[src/rtl/lcd_ctrl_pkg.sv]
`default_nettype none
// +----------------------------------------------------------------------+
// | Module      : lcd_ctrl_pkg                                           |
// | Description : Shared states, bit positions and command codes for     |
// |               the HD44780 write sequencer.                           |
// | Revision    : 1.0 - initial release                                  |
// +----------------------------------------------------------------------+
package lcd_ctrl_pkg;

   // Width of the shared timing counter (covers the 1.64 ms clear wait)
   localparam int TIMER_W = 17;

   // Fields of the LCD register word
   localparam int LCD_ON_BIT = 31;
   localparam int BLON_BIT   = 30;
   localparam int RS_BIT     = 8;

   // Commands that need the long execution wait
   localparam logic [7:0] CMD_CLEAR = 8'h01;
   localparam logic [7:0] CMD_HOME  = 8'h02;

   // Sequencer states
   typedef logic [2:0] state_t;
   localparam state_t ST_IDLE  = 3'd0;
   localparam state_t ST_SETUP = 3'd1;
   localparam state_t ST_PULSE = 3'd2;
   localparam state_t ST_HOLD  = 3'd3;
   localparam state_t ST_WAIT  = 3'd4;

   // Clear-display and return-home are the only slow instructions
   function automatic logic is_long_cmd(input logic rs, input logic [7:0] data);
      return !rs && ((data == CMD_CLEAR) || (data == CMD_HOME));
   endfunction

endpackage
`default_nettype wire

[src/rtl/lcd_timer.sv]
`default_nettype none
// +----------------------------------------------------------------------+
// | Module      : lcd_timer                                              |
// | Description : Loadable down-counter that stops at zero; flags zero.  |
// | Revision    : 1.0 - initial release                                  |
// +----------------------------------------------------------------------+
module lcd_timer #(
   parameter int WIDTH = 17
) (
   input  logic             i_clk,
   input  logic             i_reset,
   input  logic             i_load,
   input  logic [WIDTH-1:0] i_load_val,
   output logic [WIDTH-1:0] o_count,
   output logic             o_zero
);

   logic [WIDTH-1:0] r_count;

   // Load has priority; otherwise count down and park at zero
   always_ff @(posedge i_clk or posedge i_reset) begin
      if (i_reset) begin
         r_count <= '0;
      end else if (i_load) begin
         r_count <= i_load_val;
      end else if (r_count != '0) begin
         r_count <= r_count - 1'b1;
      end
   end

   assign o_count = r_count;
   assign o_zero  = (r_count == '0);

endmodule
`default_nettype wire

[src/rtl/lcd_ctrl.sv]
`default_nettype none
// +----------------------------------------------------------------------+
// | Module      : lcd_ctrl                                               |
// | Description : Replays captured LCD register writes to an HD44780     |
// |               panel with setup/enable/hold/execution timing.         |
// | Revision    : 1.0 - initial release                                  |
// +----------------------------------------------------------------------+
module lcd_ctrl
   import lcd_ctrl_pkg::*;
#(
   parameter int T_SETUP = 4,
   parameter int T_EN    = 12,
   parameter int T_HOLD  = 2,
   parameter int T_EXEC  = 2000,
   parameter int T_CLEAR = 82000
) (
   input  logic        i_clk,
   input  logic        i_reset,
   input  logic [31:0] i_lcd_word,
   input  logic        i_lcd_wr,
   output logic        o_lcd_busy,
   output logic        o_lcd_ovf,
   output logic [7:0]  o_lcd_data,
   output logic        o_lcd_rs,
   output logic        o_lcd_rw,
   output logic        o_lcd_en,
   output logic        o_lcd_on,
   output logic        o_lcd_blon
);

   // Counter reload values: a state of duration D loads D-1
   localparam logic [TIMER_W-1:0] c_ld_setup = TIMER_W'(T_SETUP - 1);
   localparam logic [TIMER_W-1:0] c_ld_en    = TIMER_W'(T_EN - 1);
   localparam logic [TIMER_W-1:0] c_ld_hold  = TIMER_W'(T_HOLD - 1);
   localparam logic [TIMER_W-1:0] c_ld_exec  = TIMER_W'(T_EXEC - 1);
   localparam logic [TIMER_W-1:0] c_ld_clear = TIMER_W'(T_CLEAR - 1);

   state_t             r_state;
   logic               r_pend;
   logic               r_busy;
   logic               r_ovf;
   logic               r_en;
   logic               r_rs;
   logic [7:0]         r_data;
   logic               r_on;
   logic               r_blon;

   logic               w_zero;
   logic               w_load;
   logic [TIMER_W-1:0] w_load_val;
   logic [TIMER_W-1:0] w_cnt;
   logic               w_accept;
   logic               w_unused;

   // A new write is taken when idle, or on the very cycle WAIT expires
   assign w_accept = i_lcd_wr && !r_pend &&
                     ((r_state == ST_IDLE) || ((r_state == ST_WAIT) && w_zero));

   // Bits of the register word this block does not use
   assign w_unused = ^{i_lcd_word[29:9], w_cnt};

   // Counter reload on each state entry
   always_comb begin
      w_load     = 1'b0;
      w_load_val = '0;
      case (r_state)
         ST_IDLE: begin
            w_load     = r_pend;
            w_load_val = c_ld_setup;
         end
         ST_SETUP: begin
            w_load     = w_zero;
            w_load_val = c_ld_en;
         end
         ST_PULSE: begin
            w_load     = w_zero;
            w_load_val = c_ld_hold;
         end
         ST_HOLD: begin
            w_load     = w_zero;
            w_load_val = is_long_cmd(r_rs, r_data) ? c_ld_clear : c_ld_exec;
         end
         default: begin
            w_load     = 1'b0;
            w_load_val = '0;
         end
      endcase
   end

   lcd_timer #(
      .WIDTH (TIMER_W)
   ) u_timer (
      .i_clk      (i_clk),
      .i_reset    (i_reset),
      .i_load     (w_load),
      .i_load_val (w_load_val),
      .o_count    (w_cnt),
      .o_zero     (w_zero)
   );

   // Sequencer: capture, setup, enable pulse, hold, execution wait
   always_ff @(posedge i_clk or posedge i_reset) begin
      if (i_reset) begin
         r_state <= ST_IDLE;
         r_pend  <= 1'b0;
         r_busy  <= 1'b0;
         r_ovf   <= 1'b0;
         r_en    <= 1'b0;
         r_rs    <= 1'b0;
         r_data  <= 8'h00;
      end else begin
         r_pend <= w_accept;
         if (i_lcd_wr && !w_accept) begin
            r_ovf <= 1'b1;
         end
         case (r_state)
            ST_IDLE: begin
               if (r_pend) begin
                  r_rs    <= i_lcd_word[RS_BIT];
                  r_data  <= i_lcd_word[7:0];
                  r_busy  <= 1'b1;
                  r_state <= ST_SETUP;
               end
            end
            ST_SETUP: begin
               if (w_zero) begin
                  r_en    <= 1'b1;
                  r_state <= ST_PULSE;
               end
            end
            ST_PULSE: begin
               if (w_zero) begin
                  r_en    <= 1'b0;
                  r_state <= ST_HOLD;
               end
            end
            ST_HOLD: begin
               if (w_zero) begin
                  r_state <= ST_WAIT;
               end
            end
            ST_WAIT: begin
               if (w_zero) begin
                  r_busy  <= 1'b0;
                  r_state <= ST_IDLE;
               end
            end
            default: begin
               r_en    <= 1'b0;
               r_busy  <= 1'b0;
               r_state <= ST_IDLE;
            end
         endcase
      end
   end

   // Power and backlight follow the register word with one cycle of lag
   always_ff @(posedge i_clk or posedge i_reset) begin
      if (i_reset) begin
         r_on   <= 1'b0;
         r_blon <= 1'b0;
      end else begin
         r_on   <= i_lcd_word[LCD_ON_BIT];
         r_blon <= i_lcd_word[BLON_BIT];
      end
   end

   assign o_lcd_busy = r_busy;
   assign o_lcd_ovf  = r_ovf;
   assign o_lcd_data = r_data;
   assign o_lcd_rs   = r_rs;
   assign o_lcd_rw   = 1'b0;
   assign o_lcd_en   = r_en;
   assign o_lcd_on   = r_on;
   assign o_lcd_blon = r_blon;

endmodule
`default_nettype wire

[config.mk]
export PLATFORM = sky130hd
export DESIGN_NAME = lcd_ctrl
export DESIGN_NICKNAME = d
export VERILOG_FILES = /design/src/rtl/lcd_ctrl_pkg.sv /design/src/rtl/lcd_timer.sv /design/src/rtl/lcd_ctrl.sv
export SDC_FILE = /design/constraint.sdc
export NUM_CORES = 1
export LEC_CHECK = 0
export ABC_AREA = 1
export CORE_MARGIN = 8
export CORE_UTILIZATION = 50
export CTS_CLUSTER_DIAMETER = 100
export CTS_CLUSTER_SIZE = 28
export DETAILED_ROUTE_END_ITERATION = 7
export MAX_ROUTING_LAYER = met4
export PLACE_DENSITY = 0.81
export SLEW_MARGIN = 20
export SYNTH_ARGS = -nofsm -noshare
export SYNTH_HDL_FRONTEND = slang
export SYNTH_HIERARCHICAL = 1
export SYNTH_SLANG_ARGS = --single-unit
[constraint.sdc]
create_clock -name i_clk -period 2.38 [get_ports i_clk]
set_input_delay 0.476 -clock i_clk [delete_from_list [all_inputs] [get_ports i_clk]]
set_output_delay 0.476 -clock i_clk [all_outputs]
set_load 0.03 [all_outputs]
======== Yosys cells after proc, flatten, opt, wreduce, memory -nomap -nowiden ========
Index checks and enable logic that the tools add are counted.
W data, S select, Z words.
cells by class
  $add $sub $neg .......................... 1
  equal/unequal tests ..................... 11
  muxes and demuxes ....................... 16
  bitwise gates (word level) .............. 2
  reductions and logical operators ........ 20
operators by type and width
  operator                 number
  $pmux W17 S4             1
  $mux W17                 3
  $logic_not A17 Y1        1
  $reduce_bool A17 Y1      1
  $sub A17 B1 Y17 const B  1
  $mux W3                  5
  $pmux W3 S5              1
  $ne A2 B2 Y1 const B     5
  $eq A8 B1 Y1 const B     1
  $eq A8 B2 Y1 const B     1
  $eq A3 B2 Y1 const B     2
  $pmux W1 S3              2
  $reduce_and A3 Y1        2
  $reduce_or A3 Y1         2
  $logic_and A1 B1 Y1      5
  $reduce_and A5 Y1        1
  $eq A3 B1 Y1 const B     1
  $eq A3 B3 Y1 const B     1
  $logic_not A1 Y1         3
  $logic_not A3 Y1         1
  $mux W1                  3
  $logic_or A1 B1 Y1       2
  $not A1 Y1               2
  $pmux W1 S2              1
  other kinds (2)          2
word-level totals
  register bits ........................... 35
  bits of input ports ..................... 35
  output and inout bits ................... 15

======== Logic depth before layout (Yosys ltp) ========
Gate-level depths: netlist of the first run.
  depth after elaboration ................. 6
  mapped depth ............................ 15

======== By module ========
Netlist of the first run, hierarchy kept.
by module, submodules not included
  module     times used  cells an instance  area each (um2)  sequential area each (um2)
  lcd_timer  1           157                1142.3           425.4
  lcd_ctrl   1           102                963.4            450.4

======== Worst setup path after synthesis of the first run ========
OpenSTA, ideal clock, no wires.
  kind .................................... register to register
  from .................................... reg u_timer.r_count[0] (netlist: u_timer/o_count[0])
  to ...................................... reg u_timer.r_count[14] (netlist: u_timer/o_count[14])
  arrival time ............................ 2011 ps
  slack ................................... 249 ps
  stages on the path, launching flop included .. 15
  path buffers ............................ 2
  path through ............................ dfrtp_1 inv_1 ha_1 nand2_2 nor2_8 nand4_4 inv_1 nand3_1 nand2_1 buf_4 inv_1 buf_2 or2_2 nand2_1 nor2_1
on the way
  longest elaborated chain between the ends .. 3
RTL lines
  element                                         line             source
  start, declared                                 lcd_timer.sv:18  logic [WIDTH-1:0] r_count;
  start signal, assigned                          lcd_timer.sv:25  r_count <= i_load_val;
  start signal, assigned                          lcd_timer.sv:27  r_count <= r_count - 1'b1;
  $logic_not A17 Y1 *                             lcd_timer.sv:32  assign o_zero = (r_count == '0);
  via w_zero                                      lcd_ctrl.sv:48   logic w_zero;
  $pmux W1 S2 *                                   lcd_ctrl.sv:66   case (r_state)
  via w_load                                      lcd_ctrl.sv:49   logic w_load;
  $mux W17 or $reduce_bool A2 Y1 (tied branches)  -
Mark *: on every way through the listed nets, which the timed path passes. The rest lies on a longest branch. The select of a mux whose other input is x is not followed.
A chain may end at the register's enable or synchronous reset.

======== Worst setup path after layout of the first run ========
Same ends and word-level chain as after synthesis.

==> results.json, run 1 <==
{
  "outcome": "finished clean",
  "cp_data_required_time_ps": 2550,
  "slew_viol_final": 0,
  "sequentialPowerShare_pct": 33.3,
  "p_leak_nw": 1.19,
  "post_cts_buffers": 0,
  "r2r_end": "u_timer/o_count[14]",
  "antenna_found_initial": 0,
  "setup_viol": 0,
  "rrSetupSlack_ps": 180,
  "rr_worst_depth": 12,
  "wl_mm": 4.45,
  "finalCritPeriodShare_pct": 92.6,
  "yosysSeqAreaShare_pct": 41.6,
  "synth.most_common_cell": "nand2_1",
  "dr.pass1.iters": 4,
  "dp_hpwl_mm": 3.37,
  "crit_path_max_fanout": 11,
  "yosysWarnings": 6,
  "synthDistinctLibCells": 34,
  "insertion_delay_ps": 280,
  "dominantRegCellSynth": "dfrtp_1",
  "die_h_um": 80.9,
  "first_global_vias": 1766,
  "coreArea_mm2": 0.00403,
  "ir_drop_mv": 0.666,
  "start_util_pct": 52.3,
  "nNetsFinal": 332,
  "criticalPathCategory": "reg -> reg",
  "diodes": 0,
  "numCtsBuffers": 5,
  "htreeDepth": 2,
  "netlist_area_mm2": 0.00211,
  "vias": 1717,
  "synth_top_area_share_pct": 41.6,
  "slew_headroom_pct": 54.6,
  "drive_gt1_share_pct": 18.9,
  "cts_resized": 0,
  "p_comb_share_pct": 53.9,
  "endpoint_kind": "register",
  "viasPerCell": 4.95,
  "placedCellCount": 339,
  "max_freq_mhz": 454,
  "p_switching_mw": 1.52,
  "cts_tree": "done",
  "num_rows": 23,
  "hold_start": "o_lcd_busy",
  "drtIter0Drc": 94,
  "wl_per_cell_um": 12.8,
  "clkPwrFrac_pct": 12.8,
  "async_reset_ff_share_pct": 100,
  "skew_ps": 3.14,
  "ys_ff_latch": 35,
  "tightestPinTransition_ps": 680,
  "clock-sinks": 35,
  "io_buffers": 27,
  "fill_cells": 348,
  "fin_hold_ws_ps": 477,
  "arrival_ps": 2380,
  "hold_path_end": "o_lcd_busy",
  "hold_class": "reg -> reg",
  "ios": 50,
  "switching_share_pct": 47.0,
  "fin_setup_tns_ps": 0,
  "drc": 0,
  "p_int_mw": 1.71,
  "final.min_clock_period_ps": 2200,
  "maxCapViolCount": 0,
  "finalHoldViolCount": 0,
  "grt_max_degree": 20,
  "cts-root-buf": "clkbuf_8",
  "r2r_start": "u_timer/o_count[0]",
  "globalRoute.totalOverflow": 0,
  "power.density_mw_per_mm2": 1290,
  "gp_congestion": 0.838,
  "syn_area_per_cell_um2": 8.13,
  "grt_pass1_wl_mm": 7.90,
  "syn2layout_area_growth_pct": 19.2,
  "finalNonFillerCells": 347,
  "yosysTopAreaCell": "dfrtp_1",
  "synthTopCellsByCount": "nand2_1 (69), dfrtp_1 (35), inv_1 (30), nor2_1 (28), nand3_1 (17)",
  "synthTopCellsByArea": "dfrtp_1 (42%), nand2_1 (12%), inv_1 (5.3%)",
  "synth_edf_count": 0,
  "postCtsHoldBufs": 0,
  "clock_path_buffers": 2,
  "gr-usage-all-layers_pct": 15.6,
  "rsz0062_at_grt": "false",
  "ant_nets": 0,
  "critPathLaunchType": "register",
  "cts.clk_slew.worst_paths_ps": 70,
  "worstHoldPathCells": 2,
  "postSynthCellCount": 259,
  "dieArea_mm2": 0.00654,
  "die_w_um": 80.9
}
layout by cell type, fill, tap and decap left out, types with 2 or more instances in the layout:
cell type and count:
inv_2 3, o211ai_1 2, nor2_2 3, conb_1 7, clkbuf_8 5, o21ai_0 2, a21oi_2 7, o21ai_2 11
buf_4 3, nand2_2 4, a21oi_1 3, xor2_1 2, dfrtp_1 35, nor2_1 28, nand3_2 2, nand4_1 4
clkbuf_1 2, clkdlybuf4s50_1 27, or2_2 3, inv_1 30, nand3_1 17, nand2_1 69, o21ai_1 4, nor2_4 10
xnor2_1 5
layout make-up:
class / instances / area (µm²) / area share (%)
Tap cell: 50 / 62.6 / 2.49
Multi-Input combinational cell: 190 / 1070 / 42.6
Sequential cell: 35 / 876 / 34.9
Inverter: 34 / 128 / 5.08
Timing Repair Buffer: 30 / 293 / 11.7
Clock inverter: 1 / 5.00 / 0.199
Clock buffer: 7 / 76.3 / 3.04
metal layers:
layer	global-route usage (%)	up-vias	routed length (µm)
met4	6.07	0	101
li1	-	874	-
met1	17.6	811	1980
met2	26.7	21	2270
met5	-	-	0
met3	3.09	11	102
sequential cells by signal (all words and copies together) (netlist names):
| register | flops |
|---|---|
| u_timer/o_count | 17 |
| o_lcd_data | 8 |
| r_state | 3 |
| o_lcd_blon | 1 |
| o_lcd_busy | 1 |
| o_lcd_en | 1 |
| o_lcd_on | 1 |
| o_lcd_ovf | 1 |
| o_lcd_rs | 1 |
| r_pend | 1 |
worst max-delay path, stage by stage (launching register included):
cell and delay [ps]:
dfrtp_1 370, inv_1 90, ha_1 210, nand2_2 140, nor2_8 200, nand4_4 110, inv_1 160, nand3_1 90
nand2_1 80, inv_1 180, or2_2 330, nand2_1 70, nor2_1 40
logic make-up (layout without fill, tap and decap cells):
family          Yosys count  in the layout  synth area share, %
compound gates           30             30                 10.7
xor+xnor                  7              7                 2.91
fa+ha+maj                 1              1                0.594
buf+inv                  40             72                 8.67
flops                    35             35                 41.6
other cells               1              7                0.178
simple gates            145            145                 35.4
worst max path at each step:
stage / end / from / cells after the start / slack [ps]
after detailed placement: u_timer/o_count[14] / u_timer/o_count[0] / 12 / 190
after CTS: u_timer/o_count[14] / u_timer/o_count[0] / 12 / 180
after floorplan: u_timer/o_count[14] / u_timer/o_count[0] / 14 / 250
after global routing: u_timer/o_count[14] / u_timer/o_count[0] / 12 / 40
after global placement: u_timer/o_count[14] / u_timer/o_count[0] / 12 / 250
final: u_timer/o_count[14] / u_timer/o_count[0] / 12 / 180
per-stage QoR:
stage | cell area (µm²) | utilization (%) | power, mW | setup slack (ps)
after floorplan | 2130 | - | 2.39 | 249
after global placement | 2430 | 60.3 | 2.76 | 249
after detailed placement | 2430 | 60.3 | 2.83 | 193
after CTS | 2510 | 62.3 | 3.25 | 178
after global routing | 2510 | 62.3 | 3.51 | 41.4
final | 2510 | 62.3 | 3.24 | 177
power by group through the flow:
stage                     Clock [mW]  Combinational [mW]  Sequential, mW
after floorplan                    0                1.17            1.22
after global placement             0                1.68            1.08
after detailed placement           0                1.74            1.09
after CTS                      0.422                1.75            1.08
after global routing           0.452                1.94            1.12
final                          0.413                1.74            1.08
(Power assumes the default switching activity.)
==> inputs of run 2 (changes only) <==
--- a/config.mk
+++ b/config.mk
@@ -7,12 +7,12 @@
 export LEC_CHECK = 0
 export ABC_AREA = 1
 export CORE_MARGIN = 8
-export CORE_UTILIZATION = 50
+export CORE_UTILIZATION = 54
 export CTS_CLUSTER_DIAMETER = 100
 export CTS_CLUSTER_SIZE = 28
 export DETAILED_ROUTE_END_ITERATION = 7
 export MAX_ROUTING_LAYER = met4
-export PLACE_DENSITY = 0.81
+export PLACE_DENSITY = 0.87
 export SLEW_MARGIN = 20
 export SYNTH_ARGS = -nofsm -noshare
 export SYNTH_HDL_FRONTEND = slang
==> constraint.sdc (replaced) <==
create_clock -name i_clk -period 2.7 [get_ports i_clk]
set_input_delay 0.54 -clock i_clk [delete_from_list [all_inputs] [get_ports i_clk]]
set_output_delay 0.54 -clock i_clk [all_outputs]
set_load 0.03 [all_outputs]
==> results.json, run 2 (synthesized netlist as in run 1, its figures left out) <==
{
  "drtIter0Drc": 137,
  "max_freq_mhz": 449,
  "max_stage_delay_ps": 380,
  "final_cell_mix": "nand2_1 (69), dfrtp_1 (35), inv_1 (30)",
  "slew_viol_final": 0,
  "vias": 1703,
  "fin_setup_tns_ps": 0,
  "die_h_um": 78.4,
  "post_cts_buffers": 0,
  "largest_reg_flops": 17,
  "cts_resized": 0,
  "final_common_cell": "nand2_1",
  "num_rows": 22,
  "power.density_mw_per_mm2": 1150,
  "wl_per_cell_um": 12.6,
  "arrival_ps": 2400,
  "clock_path_buffers": 2,
  "first_global_vias": 1810,
  "fill_cells": 297,
  "rsz0062_at_grt": "false",
  "endpoint_kind": "register",
  "nNetsFinal": 331,
  "ir_drop_mv": 0.708,
  "gr-usage-all-layers_pct": 15.7,
  "numCtsBuffers": 5,
  "setup_viol": 0,
  "ios": 50,
  "path_buf_inv": 3,
  "antenna_found_initial": 0,
  "placedCellCount": 336,
  "critPathLaunchType": "register",
  "io_buffers": 27,
  "slew_headroom_pct": 55.0,
  "htreeDepth": 2,
  "clock-sinks": 35,
  "path_cells": "inv_1, ha_1, nand2_2, nor2_8, nand4_4, inv_1, nand3_1, nand2_1, inv_1, or2_2, nand2_1, nor2_1",
  "ant_nets": 0,
  "p_leak_nw": 1.20,
  "grt_max_degree": 20,
  "start_util_pct": 56.7,
  "drive_gt1_share_pct": 19.3,
  "cts.clk_slew.worst_paths_ps": 70,
  "insertion_delay_ps": 290,
  "finalCritPeriodShare_pct": 82.4,
  "viasPerCell": 4.95,
  "die_w_um": 78.4,
  "crit_slowest_cell": "dfrtp_1",
  "diodes": 0,
  "hold_class": "reg -> reg",
  "crit_path_max_fanout": 11,
  "cp_common_cell": "inv_1",
  "grt_pass1_wl_mm": 7.72,
  "wl_mm": 4.34,
  "finalNonFillerCells": 344,
  "drc": 0,
  "gp_congestion": 0.816,
  "cp_data_required_time_ps": 2880,
  "dp_hpwl_mm": 3.26,
  "globalRoute.totalOverflow": 0,
  "coreArea_mm2": 0.00372,
  "dieArea_mm2": 0.00615,
  "tightestPinTransition_ps": 675,
  "skew_ps": 6.53,
  "finalHoldViolCount": 0,
  "dr.pass1.iters": 4,
  "outcome": "finished clean",
  "maxCapViolCount": 0,
  "final.min_clock_period_ps": 2230,
  "criticalPathCategory": "reg -> reg",
  "crit_family": "simple AND/OR/NAND/NOR gates",
  "cts-root-buf": "clkbuf_8",
  "cts_tree": "done",
  "syn2layout_area_growth_pct": 19.8,
  "postCtsHoldBufs": 0
}
[run 2: stage by stage]
step	area, µm²	total power, mW	util [%]	hold slack [ps]	setup slack (ps)
after floorplan	2130	2.10	-	466	569
after global placement	2420	2.42	65.1	464	504
after detailed placement	2420	2.48	65.1	469	489
after CTS	2520	2.92	67.9	485	470
after global routing	2520	3.13	67.9	512	280
final	2520	2.90	67.9	481	474
[run 2: path summary, 6_finish.rpt]
kind                            cells after the start                  end               start  slack, ps
worst max-delay path                               12  u_timer/o_count[13]  u_timer/o_count[0]        470
worst min-delay path                                1            o_lcd_ovf           o_lcd_ovf        480
max in group asynchronous                           2   u_timer/o_count[1]             i_reset       1600
min in group asynchronous                           2        o_lcd_data[0]             i_reset        670
worst min register to register                      1            o_lcd_ovf           o_lcd_ovf        480
worst max register to register                     12  u_timer/o_count[13]  u_timer/o_count[0]        470
[run 2: final cells by class]
type | instances | area [µm²] | area share [%]
clock inverter | 1 | 7.51 | 0.298
multi-input combinational | 190 | 1070 | 42.4
inverter | 34 | 128 | 5.06
clock buffer | 7 | 96.3 | 3.82
timing repair buffer | 29 | 285 | 11.3
sequential | 35 | 876 | 34.7
tap | 48 | 60.1 | 2.38
[run 2: metal layers]
| metal | routed length (µm) | vias to the layer above | track usage (%) |
|---|---|---|---|
| met4 | 61 | 0 | 6.67 |
| met5 | 0 | - | - |
| met1 | 1860 | 796 | 16.3 |
| met2 | 2320 | 23 | 28.0 |
| li1 | - | 875 | - |
| met3 | 103 | 9 | 3.53 |
[run 2: report_power, final]
group | switching (mW) | internal, mW
registers | 0.201 | 0.751
clock network | 0.195 | 0.232
logic | 0.939 | 0.578
[run 2: worst reg2reg max path, delay by kind of cell (launching register included)]
family	cells	cell delay [ps]
adder cells (fa/ha/maj)	1	210
buffers and inverters	3	440
flip-flops	1	380
AND/OR/NAND/NOR	8	1080
